File: src/rtl/spi_register_bank_if.sv
// Byte-level bus between the SPI slave / fabric and the register bank.
// The master side is the SPI slave plus the fabric. The slave side is the bank.
interface spi_register_bank_if #(
    parameter int DEPTH = 16
);
    logic                 Active_i;
    logic [7:0]           RxData_i;
    logic                 RxDone_i;
    logic [7:0]           TxData_o;
    logic [8*DEPTH-1:0]   Regs_o;
    logic                 WriteStrobe_o;
    logic [6:0]           WriteAddr_o;
    logic                 LocalWrite_i;
    logic [6:0]           LocalAddr_i;
    logic [7:0]           LocalData_i;

    modport master (
        output Active_i, RxData_i, RxDone_i, LocalWrite_i, LocalAddr_i, LocalData_i,
        input  TxData_o, Regs_o, WriteStrobe_o, WriteAddr_o
    );

    modport slave (
        input  Active_i, RxData_i, RxDone_i, LocalWrite_i, LocalAddr_i, LocalData_i,
        output TxData_o, Regs_o, WriteStrobe_o, WriteAddr_o
    );
endinterface

File: src/rtl/spi_register_bank.sv
// SPI command decoder and register file.
// The first byte of each frame is a command: bit 7 selects read (1) or write (0),
// and bits 6:0 give the start address. The following bytes auto-increment through
// the bank, and the pointer wraps inside the bank. The fabric has its own write
// port. An SPI write has priority over a fabric write on an address collision.
module spi_register_bank #(
    parameter int         DEPTH  = 16,
    parameter logic [7:0] STATUS = 8'hA5
) (
    input  logic                 Clock,
    input  logic                 Reset,
    spi_register_bank_if.slave   Bus_io
);
    localparam int         AW     = (DEPTH > 1) ? $clog2(DEPTH) : 1;
    localparam logic [7:0] DEPTH8 = 8'(DEPTH);
    localparam logic [6:0] LAST   = 7'(DEPTH - 1);

    typedef enum logic [2:0] {
        IDLE    = 3'd0,
        CMD     = 3'd1,
        WRITE   = 3'd2,
        READ    = 3'd3,
        DISCARD = 3'd4
    } state_t;

    state_t      state_q, state_d;
    logic [6:0]  ptr_q, ptr_d;
    logic [7:0]  tx_q, tx_d;
    logic        strobe_q, strobe_d;
    logic [6:0]  waddr_q, waddr_d;
    logic        spi_we;
    logic [7:0]  regs_q [DEPTH];

    logic [6:0]  cmd_addr;
    logic        cmd_in_range;

    assign cmd_addr     = Bus_io.RxData_i[6:0];
    assign cmd_in_range = ({1'b0, cmd_addr} < DEPTH8);

    function automatic logic [6:0] inc(input logic [6:0] p);
        return (p == LAST) ? 7'd0 : p + 7'd1;
    endfunction

    // State register.
    always_ff @(posedge Clock or negedge Reset) begin
        if (!Reset) begin
            state_q <= IDLE;
        end else begin
            state_q <= state_d;
        end
    end

    // Next state. Dropping Active aborts a frame from any state.
    always_comb begin
        state_d = state_q;
        if (!Bus_io.Active_i) begin
            state_d = IDLE;
        end else begin
            case (state_q)
                IDLE: state_d = CMD;
                CMD: begin
                    if (Bus_io.RxDone_i) begin
                        if (!cmd_in_range)            state_d = DISCARD;
                        else if (Bus_io.RxData_i[7])  state_d = READ;
                        else                          state_d = WRITE;
                    end
                end
                default: state_d = state_q;
            endcase
        end
    end

    // Datapath next values: MISO byte, pointer, write strobe and write address.
    always_comb begin
        tx_d     = tx_q;
        ptr_d    = ptr_q;
        strobe_d = 1'b0;
        waddr_d  = waddr_q;
        spi_we   = 1'b0;
        if (!Bus_io.Active_i) begin
            tx_d = STATUS;
        end else begin
            case (state_q)
                IDLE: tx_d = STATUS;
                CMD: begin
                    if (Bus_io.RxDone_i) begin
                        if (!cmd_in_range) begin
                            tx_d = 8'h00;
                        end else if (Bus_io.RxData_i[7]) begin
                            tx_d  = regs_q[cmd_addr[AW-1:0]];
                            ptr_d = inc(cmd_addr);
                        end else begin
                            ptr_d = cmd_addr;
                        end
                    end
                end
                WRITE: begin
                    if (Bus_io.RxDone_i) begin
                        spi_we   = 1'b1;
                        strobe_d = 1'b1;
                        waddr_d  = ptr_q;
                        ptr_d    = inc(ptr_q);
                    end
                end
                READ: begin
                    if (Bus_io.RxDone_i) begin
                        tx_d  = regs_q[ptr_q[AW-1:0]];
                        ptr_d = inc(ptr_q);
                    end
                end
                DISCARD: tx_d = 8'h00;
                default: tx_d = tx_q;
            endcase
        end
    end

    // Registered outputs and the pointer.
    always_ff @(posedge Clock or negedge Reset) begin
        if (!Reset) begin
            ptr_q    <= 7'd0;
            tx_q     <= STATUS;
            strobe_q <= 1'b0;
            waddr_q  <= 7'd0;
        end else begin
            ptr_q    <= ptr_d;
            tx_q     <= tx_d;
            strobe_q <= strobe_d;
            waddr_q  <= waddr_d;
        end
    end

    // Register file. An SPI write beats a fabric write to the same address.
    // Fabric addresses past the bank match no entry, so those writes are dropped.
    always_ff @(posedge Clock or negedge Reset) begin
        if (!Reset) begin
            for (int i = 0; i < DEPTH; i++) regs_q[i] <= 8'h00;
        end else begin
            for (int i = 0; i < DEPTH; i++) begin
                if (spi_we && ptr_q == 7'(i))
                    regs_q[i] <= Bus_io.RxData_i;
                else if (Bus_io.LocalWrite_i && Bus_io.LocalAddr_i == 7'(i))
                    regs_q[i] <= Bus_io.LocalData_i;
            end
        end
    end

    assign Bus_io.TxData_o      = tx_q;
    assign Bus_io.WriteStrobe_o = strobe_q;
    assign Bus_io.WriteAddr_o   = waddr_q;

    generate
        for (genvar gi = 0; gi < DEPTH; gi++) begin : g_regs_out
            assign Bus_io.Regs_o[8*gi +: 8] = regs_q[gi];
        end
    endgenerate
endmodule
File: src/flat_wrapper.sv
// flat-port wrapper written by rule: the top's interface ports become plain ports
module spi_register_bank_flat 
#(
    parameter int         DEPTH  = 16,
    parameter logic [7:0] STATUS = 8'hA5
)
  (Clock, Reset, Bus_io_Active_i, Bus_io_RxData_i, Bus_io_RxDone_i, Bus_io_LocalWrite_i, Bus_io_LocalAddr_i, Bus_io_LocalData_i, Bus_io_TxData_o, Bus_io_Regs_o, Bus_io_WriteStrobe_o, Bus_io_WriteAddr_o);
  spi_register_bank_if #(.DEPTH(DEPTH)) Bus_io_i ();
  input  logic Clock;
  input  logic Reset;
  input wire logic [$bits(Bus_io_i.Active_i)-1:0] Bus_io_Active_i;
  input wire logic [$bits(Bus_io_i.RxData_i)-1:0] Bus_io_RxData_i;
  input wire logic [$bits(Bus_io_i.RxDone_i)-1:0] Bus_io_RxDone_i;
  input wire logic [$bits(Bus_io_i.LocalWrite_i)-1:0] Bus_io_LocalWrite_i;
  input wire logic [$bits(Bus_io_i.LocalAddr_i)-1:0] Bus_io_LocalAddr_i;
  input wire logic [$bits(Bus_io_i.LocalData_i)-1:0] Bus_io_LocalData_i;
  output wire logic [$bits(Bus_io_i.TxData_o)-1:0] Bus_io_TxData_o;
  output wire logic [$bits(Bus_io_i.Regs_o)-1:0] Bus_io_Regs_o;
  output wire logic [$bits(Bus_io_i.WriteStrobe_o)-1:0] Bus_io_WriteStrobe_o;
  output wire logic [$bits(Bus_io_i.WriteAddr_o)-1:0] Bus_io_WriteAddr_o;
  assign Bus_io_i.Active_i = Bus_io_Active_i;
  assign Bus_io_i.RxData_i = Bus_io_RxData_i;
  assign Bus_io_i.RxDone_i = Bus_io_RxDone_i;
  assign Bus_io_i.LocalWrite_i = Bus_io_LocalWrite_i;
  assign Bus_io_i.LocalAddr_i = Bus_io_LocalAddr_i;
  assign Bus_io_i.LocalData_i = Bus_io_LocalData_i;
  assign Bus_io_TxData_o = Bus_io_i.TxData_o;
  assign Bus_io_Regs_o = Bus_io_i.Regs_o;
  assign Bus_io_WriteStrobe_o = Bus_io_i.WriteStrobe_o;
  assign Bus_io_WriteAddr_o = Bus_io_i.WriteAddr_o;
  spi_register_bank #(.DEPTH(DEPTH), .STATUS(STATUS)) u_core (.Clock(Clock), .Reset(Reset), .Bus_io(Bus_io_i));
endmodule
File: config.mk
export PLATFORM = sky130hd
export DESIGN_NAME = spi_register_bank_flat
export DESIGN_NICKNAME = d
export VERILOG_FILES = /design/src/rtl/spi_register_bank_if.sv /design/src/rtl/spi_register_bank.sv /design/src/flat_wrapper.sv
export SDC_FILE = /design/constraint.sdc
export NUM_CORES = 1
export LEC_CHECK = 0
export CORE_UTILIZATION = 61
export CTS_CLUSTER_DIAMETER = 60
export DETAILED_ROUTE_END_ITERATION = 8
export DONT_BUFFER_PORTS = 1
export PLACE_DENSITY = 0.88
export SYNTH_ARGS = -nofsm -noshare
export SYNTH_HDL_FRONTEND = slang
export SYNTH_SLANG_ARGS = --single-unit
File: constraint.sdc
create_clock -name Clock -period 4.4 [get_ports Clock]
set_clock_uncertainty 0.15 [all_clocks]
set_input_delay 1.1 -clock Clock [delete_from_list [all_inputs] [get_ports Clock]]
set_output_delay 1.1 -clock Clock [all_outputs]
set_load 0.01 [all_outputs]
==> results.yml, run 1 <==
status:
  run_status: "completed"
die:
  die-height_um: 128
  io_pins: 172
  core_area_mm2: 0.0153
  start_util_pct: 63.0
  width_of_the_chip_um: 128
  floorplan.rows: 45
  floorplan.die_area_mm2: 0.0163
sta:
  timing.max_slew.rel_slack_pct: 30.8
  finalHoldViolCount: 0
  finalSetupTns_ps: 0
  peak_clock_frequency_supported_by_timing_ghz: 0.348
  min_period_ps: 2870
  rsz0062_at_grt: "no"
  period_share_pct: 65.3
  maxSlewViolCount: 0
  hold_slack_ps: 205
  fin_worst_setup_slack_ps: 1530
  setup-violations-final: 0
  worst_pin_slew_ps: 1040
cts:
  tritoncts_sink_count: 154
  post_cts_hold_buffer_count: 0
  cts.repair_timing.setup_buffer_count: 0
  ctsRootBufferMaster: "clkbuf_16"
  h_tree_level_count: 4
  clkSlewWorstSetupHoldPaths_ps: 70
  ctsLongestPathBuffers: 2
  tritoncts.num_buffers: 17
  clk-insertion-delay-late_ps: 440
  cts-resized-gates: 0
  clock_tree_from_tritoncts: "done"
synth:
  synth_top_cells_by_area: "dfrtp_1 39%, mux2i_1 17%, mux4_2 13%, a21oi_1 4.1%, nor2_1 3.4%"
  netlist.area_leader.share_pct: 38.9
  synthMostInstantiatedCell: "mux2i_1"
  synth.lib_cells_used.distinct: 53
  async_flop_share_pct: 100
  mapped_area_mm2: 0.00965
  synth_commonest_cells: "165 x mux2i_1, 150 x dfrtp_1, 88 x nor2_1, 87 x nand2_1, 79 x a21oi_1"
  synth_enable_flop_cells: 0
  yosys_warnings: 0
  synth.ff_latch_count: 154
  synth-seq-area-share_pct: 40.0
  synth_cells: 932
  ys_dominant_reg_cell: "dfrtp_1"
  postSynthAreaPerCell_um2: 10.4
  synthesis.nets: 965
  post-synth-top-area-cell: "dfrtp_1"
global_route:
  grt_remaining_overflow: 0
  grt_start_max_net_pins: 155
  number_of_antenna_violations_at_the_first_check_in_global_routing: 0
  grt_pass1_wl_um: 46100
  via_count_of_the_first_global_routing_pass: 7618
  global_route.usage.total_pct: 38.1
placed_design:
  placement.io_buffers: 0
  finalWeightedCongestion: 0.997
  placed_cells: 1064
  pre_cts_worst_setup_slack_ps: 1270
  place_area_mm2: 0.00961
  place_hpwl_um: 20600
run:
  timing.max_cap.violations: 0
cells_and_area:
  layout_cells_sized_above_1_pct: 13.1
  instances_no_fill: 1094
  area_growth_syn_to_layout_pct: 5.76
  nNetsFinal: 905
  insertedDiodeCount: 0
  finish.instance_area_mm2: 0.0102
worst_setup_path:
  kind_of_start_point_of_the_critical_path: "flop"
  worstReg2RegEnd: "u_core.Bus_io.Regs_o[124]$_DFFE_PN0P_"
  critPathBufInv: 0
  worst_path_largest_cell_delay_ps: 880
  r2r_setup_slack_ps: 1530
  setup.worst_path.end_class: "flop"
  arrival_ps: 3000
  critPathTopFamily: "simple AND/OR/NAND/NOR gates"
  worst_path_max_delay_cell: "dfrtp_2"
  critical_path_peak_fanout: 29
  setup.worst_path.class: "reg -> reg"
  worstPathRequired_ps: 4530
  ff2ff_path_depth: 4
  r2r_start: "u_core.ptr_q[1]$_DFFE_PN0P_"
  critical_path.cell_chain: "ha_1 > nand3_1 > nor3_2 > o21ai_0"
hold_path:
  worstHoldPathType: "in -> async"
route:
  wl_per_cell_um: 27.5
  drt_first_pass_iters: 6
  drt-total-wl_um: 30000
  post-route-drc-count: 0
  initial_drt_markers: 1230
  num_vias: 8042
  detail_route.vias_per_cell: 7.35
  detail-route-antenna-nets: 0
power_and_ir_drop:
  power-per-cell-area_mw_per_mm2: 394
  max-vdd-ir-drop_mv: 0.300
  power_leakage_nw: 4.49
logic make-up (layout without fill, tap and decap cells):
group	Yosys count	after routing	share of synthesized area, %
mux	225	225	30.7
buf+inv	95	46	4.19
simple gates	254	254	12.9
xor+xnor	3	3	0.272
fa+ha+maj	5	5	0.648
compound gates	196	196	11.3
flops	154	154	40.0
where the power goes:
part | total [mW] | switching [mW] | internal (mW)
logic | 0.619 | 0.278 | 0.341
clock network | 1.52 | 0.593 | 0.927
registers | 1.89 | 0.340 | 1.55
total | 4.02 | 1.21 | 2.81
placed cells by master, fill, tap and decap left out, drive strengths merged, types with 9 or more instances in the layout:
cell / netlist / routed
nor2: 90 / 90
nand2: 87 / 87
inv: 9 / 9
nor3: 9 / 9
a21oi: 79 / 79
o21ai: 74 / 74
clkbuf: 53 / 22
a22oi: 12 / 12
nand3: 16 / 16
mux2i: 165 / 165
dfrtp: 150 / 150
mux4: 56 / 56
worst max-delay path by stage:
stage                                     start  cells past startpoint  slack, ps                                    end
CTS                 u_core.ptr_q[1]$_DFFE_PN0P_                      5       1630  u_core.Bus_io.Regs_o[120]$_DFFE_PN0P_
global route        u_core.ptr_q[1]$_DFFE_PN0P_                      5       1370   u_core.Bus_io.Regs_o[19]$_DFFE_PN0P_
finish              u_core.ptr_q[1]$_DFFE_PN0P_                      4       1530  u_core.Bus_io.Regs_o[124]$_DFFE_PN0P_
global placement                Bus_io_RxDone_i                      4       1350  u_core.Bus_io.Regs_o[124]$_DFFE_PN0P_
floorplan                    Bus_io_RxData_i[0]                      9       1500  u_core.Bus_io.TxData_o[4]$_DFFE_PN0P_
detailed placement        Bus_io_LocalAddr_i[5]                      5       1270   u_core.Bus_io.Regs_o[27]$_DFFE_PN0P_
flip-flops by register name (all words and copies together) (netlist names):
register and flops:
u_core.Bus_io.WriteStrobe_o 1, u_core.state_q 3, u_core.ptr_q 7, u_core.Bus_io.TxData_o 8, u_core.Bus_io.WriteAddr_o 7, u_core.Bus_io.Regs_o 128
final cells by class:
class	count	area, µm²
fillers	1087	5110
inverters	9	33.8
clock buffers	22	474
repair buffers	7	52.6
well taps	211	264
clock inverters	8	120
multi-input cells	683	5400
flip-flops and latches	154	3860
through the flow:
step	power, mW	util [%]
after floorplan	2.34	-
after global placement	2.46	62.8
after detailed placement	2.49	62.8
after CTS	3.98	66.6
after global routing	4.11	66.6
final	4.02	66.6
routing by layer:
layer | share of wire, % | global-route usage [%] | vias to the layer above
met3 | 16 | 16.5 | 141
met1 | 35 | 48.9 | 3885
met4 | 4.7 | 18.1 | 0
li1 | - | - | 3285
met5 | 0 | 0 | -
met2 | 44 | 55.8 | 731
worst register-to-register path: stages, from the launching register on:
cell     delay, ps
dfrtp_2        880
ha_1           460
nand3_1        170
nor3_2         830
o21ai_0        210
(Power assumes the default switching activity.)
==> run 2: changes to the inputs <==
- clock period: 4.4 -> 2.85 ns (I/O delays scaled with it)
==> results.yml, run 2 (synthesized netlist as in run 1, its figures left out) <==
sta:
  period_share_pct: 87.7
  setup-violations-final: 0
  maxSlewViolCount: 0
  hold_slack_ps: -188
  min_period_ps: 2500
  timing.max_slew.rel_slack_pct: 57.4
  fin_worst_setup_slack_ps: 351
  finalHoldViolCount: 150
  finalSetupTns_ps: 0
  worst_pin_slew_ps: 639
  rsz0062_at_grt: "no"
  peak_clock_frequency_supported_by_timing_ghz: 0.400
cts:
  ctsLongestPathBuffers: 2
  clock_tree_from_tritoncts: "done"
  cts-resized-gates: 0
  h_tree_level_count: 4
  clkSlewWorstSetupHoldPaths_ps: 80
  tritoncts.num_buffers: 17
  ctsRootBufferMaster: "clkbuf_16"
  cts.repair_timing.setup_buffer_count: 0
  tritoncts_sink_count: 154
  clk-insertion-delay-late_ps: 440
placed_design:
  place_hpwl_um: 21000
  placement.io_buffers: 0
  pre_cts_worst_setup_slack_ps: 297
  finalWeightedCongestion: 0.990
  place_area_mm2: 0.00983
worst_setup_path:
  r2r_start: "u_core.ptr_q[5]$_DFFE_PN0P_"
  worst_path_largest_cell_delay_ps: 630
  r2r_setup_slack_ps: 350
  setup.worst_path.end_class: "flop"
  critPathLaunch: "u_core.ptr_q[5]$_DFFE_PN0P_"
  worst_path_max_delay_cell: "and3_1"
  kind_of_start_point_of_the_critical_path: "flop"
  critical_path_peak_fanout: 16
  setup.worst_path.class: "reg -> reg"
  critical_path.cell_chain: "or3_1 > nor3_2 > and3_1 > o21ai_0"
  ff2ff_path_depth: 4
  worstPathRequired_ps: 2990
  worstReg2RegEnd: "u_core.Bus_io.Regs_o[113]$_DFFE_PN0P_"
  arrival_ps: 2640
power_and_ir_drop:
  power-per-cell-area_mw_per_mm2: 590
  total_power_mw: 6.14
  power_leakage_nw: 4.61
  max-vdd-ir-drop_mv: 0.504
cells_and_area:
  layout_cells_sized_above_1_pct: 16.0
  finish.instance_area_mm2: 0.0104
  number_of_flip_flops_under_the_largest_register_name: 128
  insertedDiodeCount: 0
  layout.cells.most_common: "mux2i_1"
  area_growth_syn_to_layout_pct: 7.86
  nNetsFinal: 931
  layout.cells.most_common_list: "165 x mux2i_1, 148 x dfrtp_1, 88 x nor2_1"
die:
  floorplan.die_area_mm2: 0.0163
  start_util_pct: 63.0
  io_pins: 172
  floorplan.rows: 45
  core_area_mm2: 0.0153
  die-height_um: 128
  width_of_the_chip_um: 128
hold_path:
  worstHoldPathType: "in -> async"
route:
  post-route-drc-count: 0
  detail_route.vias_per_cell: 7.21
  detail-route-antenna-nets: 0
  num_vias: 8090
  wl_per_cell_um: 27.2
  initial_drt_markers: 1152
  drt-total-wl_um: 30500
  drt_first_pass_iters: 8
global_route:
  grt_start_max_net_pins: 155
  grt_pass1_wl_um: 46000
  via_count_of_the_first_global_routing_pass: 7516
  grt_remaining_overflow: 0
  global_route.usage.total_pct: 38.0
  number_of_antenna_violations_at_the_first_check_in_global_routing: 0
status:
  run_status: "complete, but fails checks"
  violated_checks: "negative hold slack"
run:
  timing.max_cap.violations: 0
[run 2: cell types whose count changed in the layout (fill, tap and decap cells not counted), moves of 3 or more]
cell       change
clkinv_4       +3
clkbuf_8       -3
inv_6          +5
buf_4         +24
clkinv_2       -3
inv_8          +3
bufinv_16      -3
[run 2: cell type report]
| type | instances | area [µm²] |
|---|---|---|
| sequential | 154 | 3860 |
| timing repair buffer | 33 | 273 |
| fill | 1113 | 4910 |
| clock buffer | 17 | 425 |
| tap | 211 | 264 |
| clock inverter | 15 | 151 |
| multi-input combinational | 683 | 5400 |
| inverter | 9 | 33.8 |
[run 2: routing by layer]
metal / vias to the layer above / GRT usage [%] / part of all wire, %
li1: 3354 / - / -
met1: 3958 / 50.3 / 36
met2: 679 / 57.6 / 46
met3: 99 / 14.1 / 15
met4: 0 / 14.1 / 3.4
met5: - / 0 / 0
[run 2: stage by stage]
step           std cells  util (%)
6_report            1122      68.0
4_1_cts             1122      68.0
5_1_grt             1122      68.0
3_3_place_gp        1090      64.2
3_5_place_dp        1090      64.2
2_1_floorplan        932         -
[run 2: power breakdown]
| group | internal [mW] | switching [mW] |
|---|---|---|
| registers | 2.39 | 0.436 |
| clock network | 1.16 | 1.08 |
| logic | 0.561 | 0.518 |
| total | 4.11 | 2.03 |
[run 2: worst max path at each step]
stage / cells past startpoint / slack, ps / to
4_1_cts: 4 / 420 / u_core.Bus_io.Regs_o[42]$_DFFE_PN0P_
3_5_place_dp: 5 / 300 / u_core.Bus_io.Regs_o[34]$_DFFE_PN0P_
2_1_floorplan: 9 / 330 / u_core.Bus_io.TxData_o[4]$_DFFE_PN0P_
3_3_place_gp: 5 / 370 / u_core.Bus_io.Regs_o[96]$_DFFE_PN0P_
6_report: 4 / 350 / u_core.Bus_io.Regs_o[113]$_DFFE_PN0P_
5_1_grt: 4 / 220 / u_core.Bus_io.Regs_o[113]$_DFFE_PN0P_
[run 2: worst max-delay path, delay by kind of cell, from the launching register on]
family / cells / cell delay, ps
AO/OA/AOI/OAI: 1 / 210
flip-flops: 1 / 440
AND/OR/NAND/NOR: 3 / 1530
==> run 3: changes to the inputs <==
- MAX_ROUTING_LAYER: not set -> met4
- clock period: 2.85 -> 2.71 ns (I/O delays scaled with it)
==> results.yml, run 3 (synthesized netlist as in run 1, its figures left out) <==
sta:
  maxSlewViolCount: 0
  hold_slack_ps: -220
  finalSetupTns_ps: 0
  period_share_pct: 87.3
  timing.max_slew.rel_slack_pct: 56.4
  peak_clock_frequency_supported_by_timing_ghz: 0.423
  finalHoldViolCount: 151
  worst_pin_slew_ps: 646
  setup-violations-final: 0
  min_period_ps: 2370
  rsz0062_at_grt: "no"
cts:
  ctsRootBufferMaster: "clkbuf_16"
  clk-insertion-delay-late_ps: 440
  clkSlewWorstSetupHoldPaths_ps: 60
  h_tree_level_count: 4
  clock_tree_from_tritoncts: "done"
  tritoncts.num_buffers: 17
  ctsLongestPathBuffers: 2
  tritoncts_sink_count: 154
run:
  timing.max_cap.violations: 0
cells_and_area:
  insertedDiodeCount: 0
  layout.filler_cells: 1102
  instances_no_fill: 1126
  layout.cells.most_common_list: "165 x mux2i_1, 148 x dfrtp_1, 88 x nor2_1"
  area.sequential_mm2: 0.00386
  nNetsFinal: 935
  finish.instance_area_mm2: 0.0105
  layout_cells_sized_above_1_pct: 16.1
  number_of_flip_flops_under_the_largest_register_name: 128
  layout.cells.most_common: "mux2i_1"
  multi_input_area_mm2: 0.00540
  area_growth_syn_to_layout_pct: 8.71
worst_setup_path:
  arrival_ps: 2510
  worstPathRequired_ps: 2850
  setup.worst_path.end_class: "flop"
  critical_path_peak_fanout: 16
  kind_of_start_point_of_the_critical_path: "flop"
  setup.worst_path.class: "reg -> reg"
route:
  wl_per_cell_um: 27.0
  post-route-drc-count: 0
  initial_drt_markers: 1231
  drt_first_pass_iters: 7
  detail_route.vias_per_cell: 7.12
  drt-total-wl_um: 30400
  num_vias: 8022
  detail-route-antenna-nets: 0
global_route:
  grt_pass1_wl_um: 45900
  grt_remaining_overflow: 0
  global_route.usage.total_pct: 39.4
  grt_start_max_net_pins: 155
  number_of_antenna_violations_at_the_first_check_in_global_routing: 0
  via_count_of_the_first_global_routing_pass: 7600
power_and_ir_drop:
  total_power_mw: 6.69
  power-per-cell-area_mw_per_mm2: 638
  max-vdd-ir-drop_mv: 0.548
  power_leakage_nw: 4.65
placed_design:
  place_area_mm2: 0.00986
  placement.io_buffers: 0
  finalWeightedCongestion: 1.02
  place_hpwl_um: 21000
  placed_cells: 1094
die:
  io_pins: 172
  floorplan.rows: 45
  width_of_the_chip_um: 128
  start_util_pct: 63.0
  floorplan.die_area_mm2: 0.0163
  die-height_um: 128
  core_area_mm2: 0.0153
hold_path:
  worstHoldPathType: "in -> async"
status:
  violated_checks: "negative hold slack"
  run_status: "complete, but fails checks"
==> run 3: cell types whose count changed in the layout (fill, tap and decap cells not counted) <==
| cell | before | now |
|---|---|---|
| bufinv_16 | 0 | 4 |
| inv_6 | 5 | 1 |
| clkinv_8 | 2 | 0 |
| clkbuf_8 | 0 | 2 |
| clkinv_4 | 3 | 1 |
| clkinvlp_4 | 2 | 3 |
| clkbuf_1 | 0 | 3 |
| inv_8 | 3 | 0 |
| buf_4 | 31 | 35 |
| clkinv_2 | 0 | 1 |
==> run 3: area by class of cell <==
class	count	area share, %
repair buffers	37	2.89
multi-input cells	683	51.5
clock buffers	22	4.43
flip-flops and latches	154	36.8
inverters	9	0.322
well taps	211	2.52
clock inverters	10	1.57
==> run 3: critical path, cell delays in order, from the launching register on <==
cell and delay (ps):
dfrtp_1 420, or3_1 530, nor3_2 310, and3_1 580, o21ai_0 210
==> run 3: timing repair <==
item	CTS	global route
resized for setup	0	0
setup buffers	0	0
hold endpoints to repair	154	154
==> run 3: per-layer routing <==
metal / global-route usage, % / share of wire, % / up-vias
met5: - / 0 / -
met4: 15.6 / 3.7 / 0
met3: 14.9 / 14 / 97
met2: 56.8 / 45 / 618
met1: 50.4 / 37 / 3963
li1: - / - / 3344
==> run 3: final timing paths <==
path                                                       endpoint  slack [ps]  cells after the start                                startpoint
setup reg to reg              u_core.Bus_io.Regs_o[119]$_DFFE_PN0P_         340                      4               u_core.ptr_q[5]$_DFFE_PN0P_
hold reg to reg            u_core.Bus_io.WriteAddr_o[5]$_DFFE_PN0P_         400                      2  u_core.Bus_io.WriteAddr_o[5]$_DFFE_PN0P_
setup / recovery              u_core.Bus_io.Regs_o[119]$_DFFE_PN0P_         340                      4               u_core.ptr_q[5]$_DFFE_PN0P_
max in group asynchronous     u_core.Bus_io.TxData_o[1]$_DFFE_PN0P_        2350                      0                                     Reset
min in group Clock                    u_core.state_q[2]$_DFFE_PN0P_         210                      1                           Bus_io_Active_i
hold / removal             u_core.Bus_io.WriteAddr_o[6]$_DFFE_PN0P_        -220                      0                                     Reset
==> run 3: power by group <==
group	switching [mW]	internal (mW)
Combinational	0.549	0.588
Sequential	0.443	2.51
Clock	1.00	1.59
==> run 3: through the flow <==
stage | util [%] | setup slack [ps] | hold WS (ps)
2_1_floorplan | - | 228 | 232
3_3_place_gp | 64.4 | 290 | 235
3_5_place_dp | 64.4 | 244 | 235
5_1_grt | 68.5 | 221 | -232
4_1_cts | 68.5 | 399 | -230
6_report | 68.5 | 344 | -220
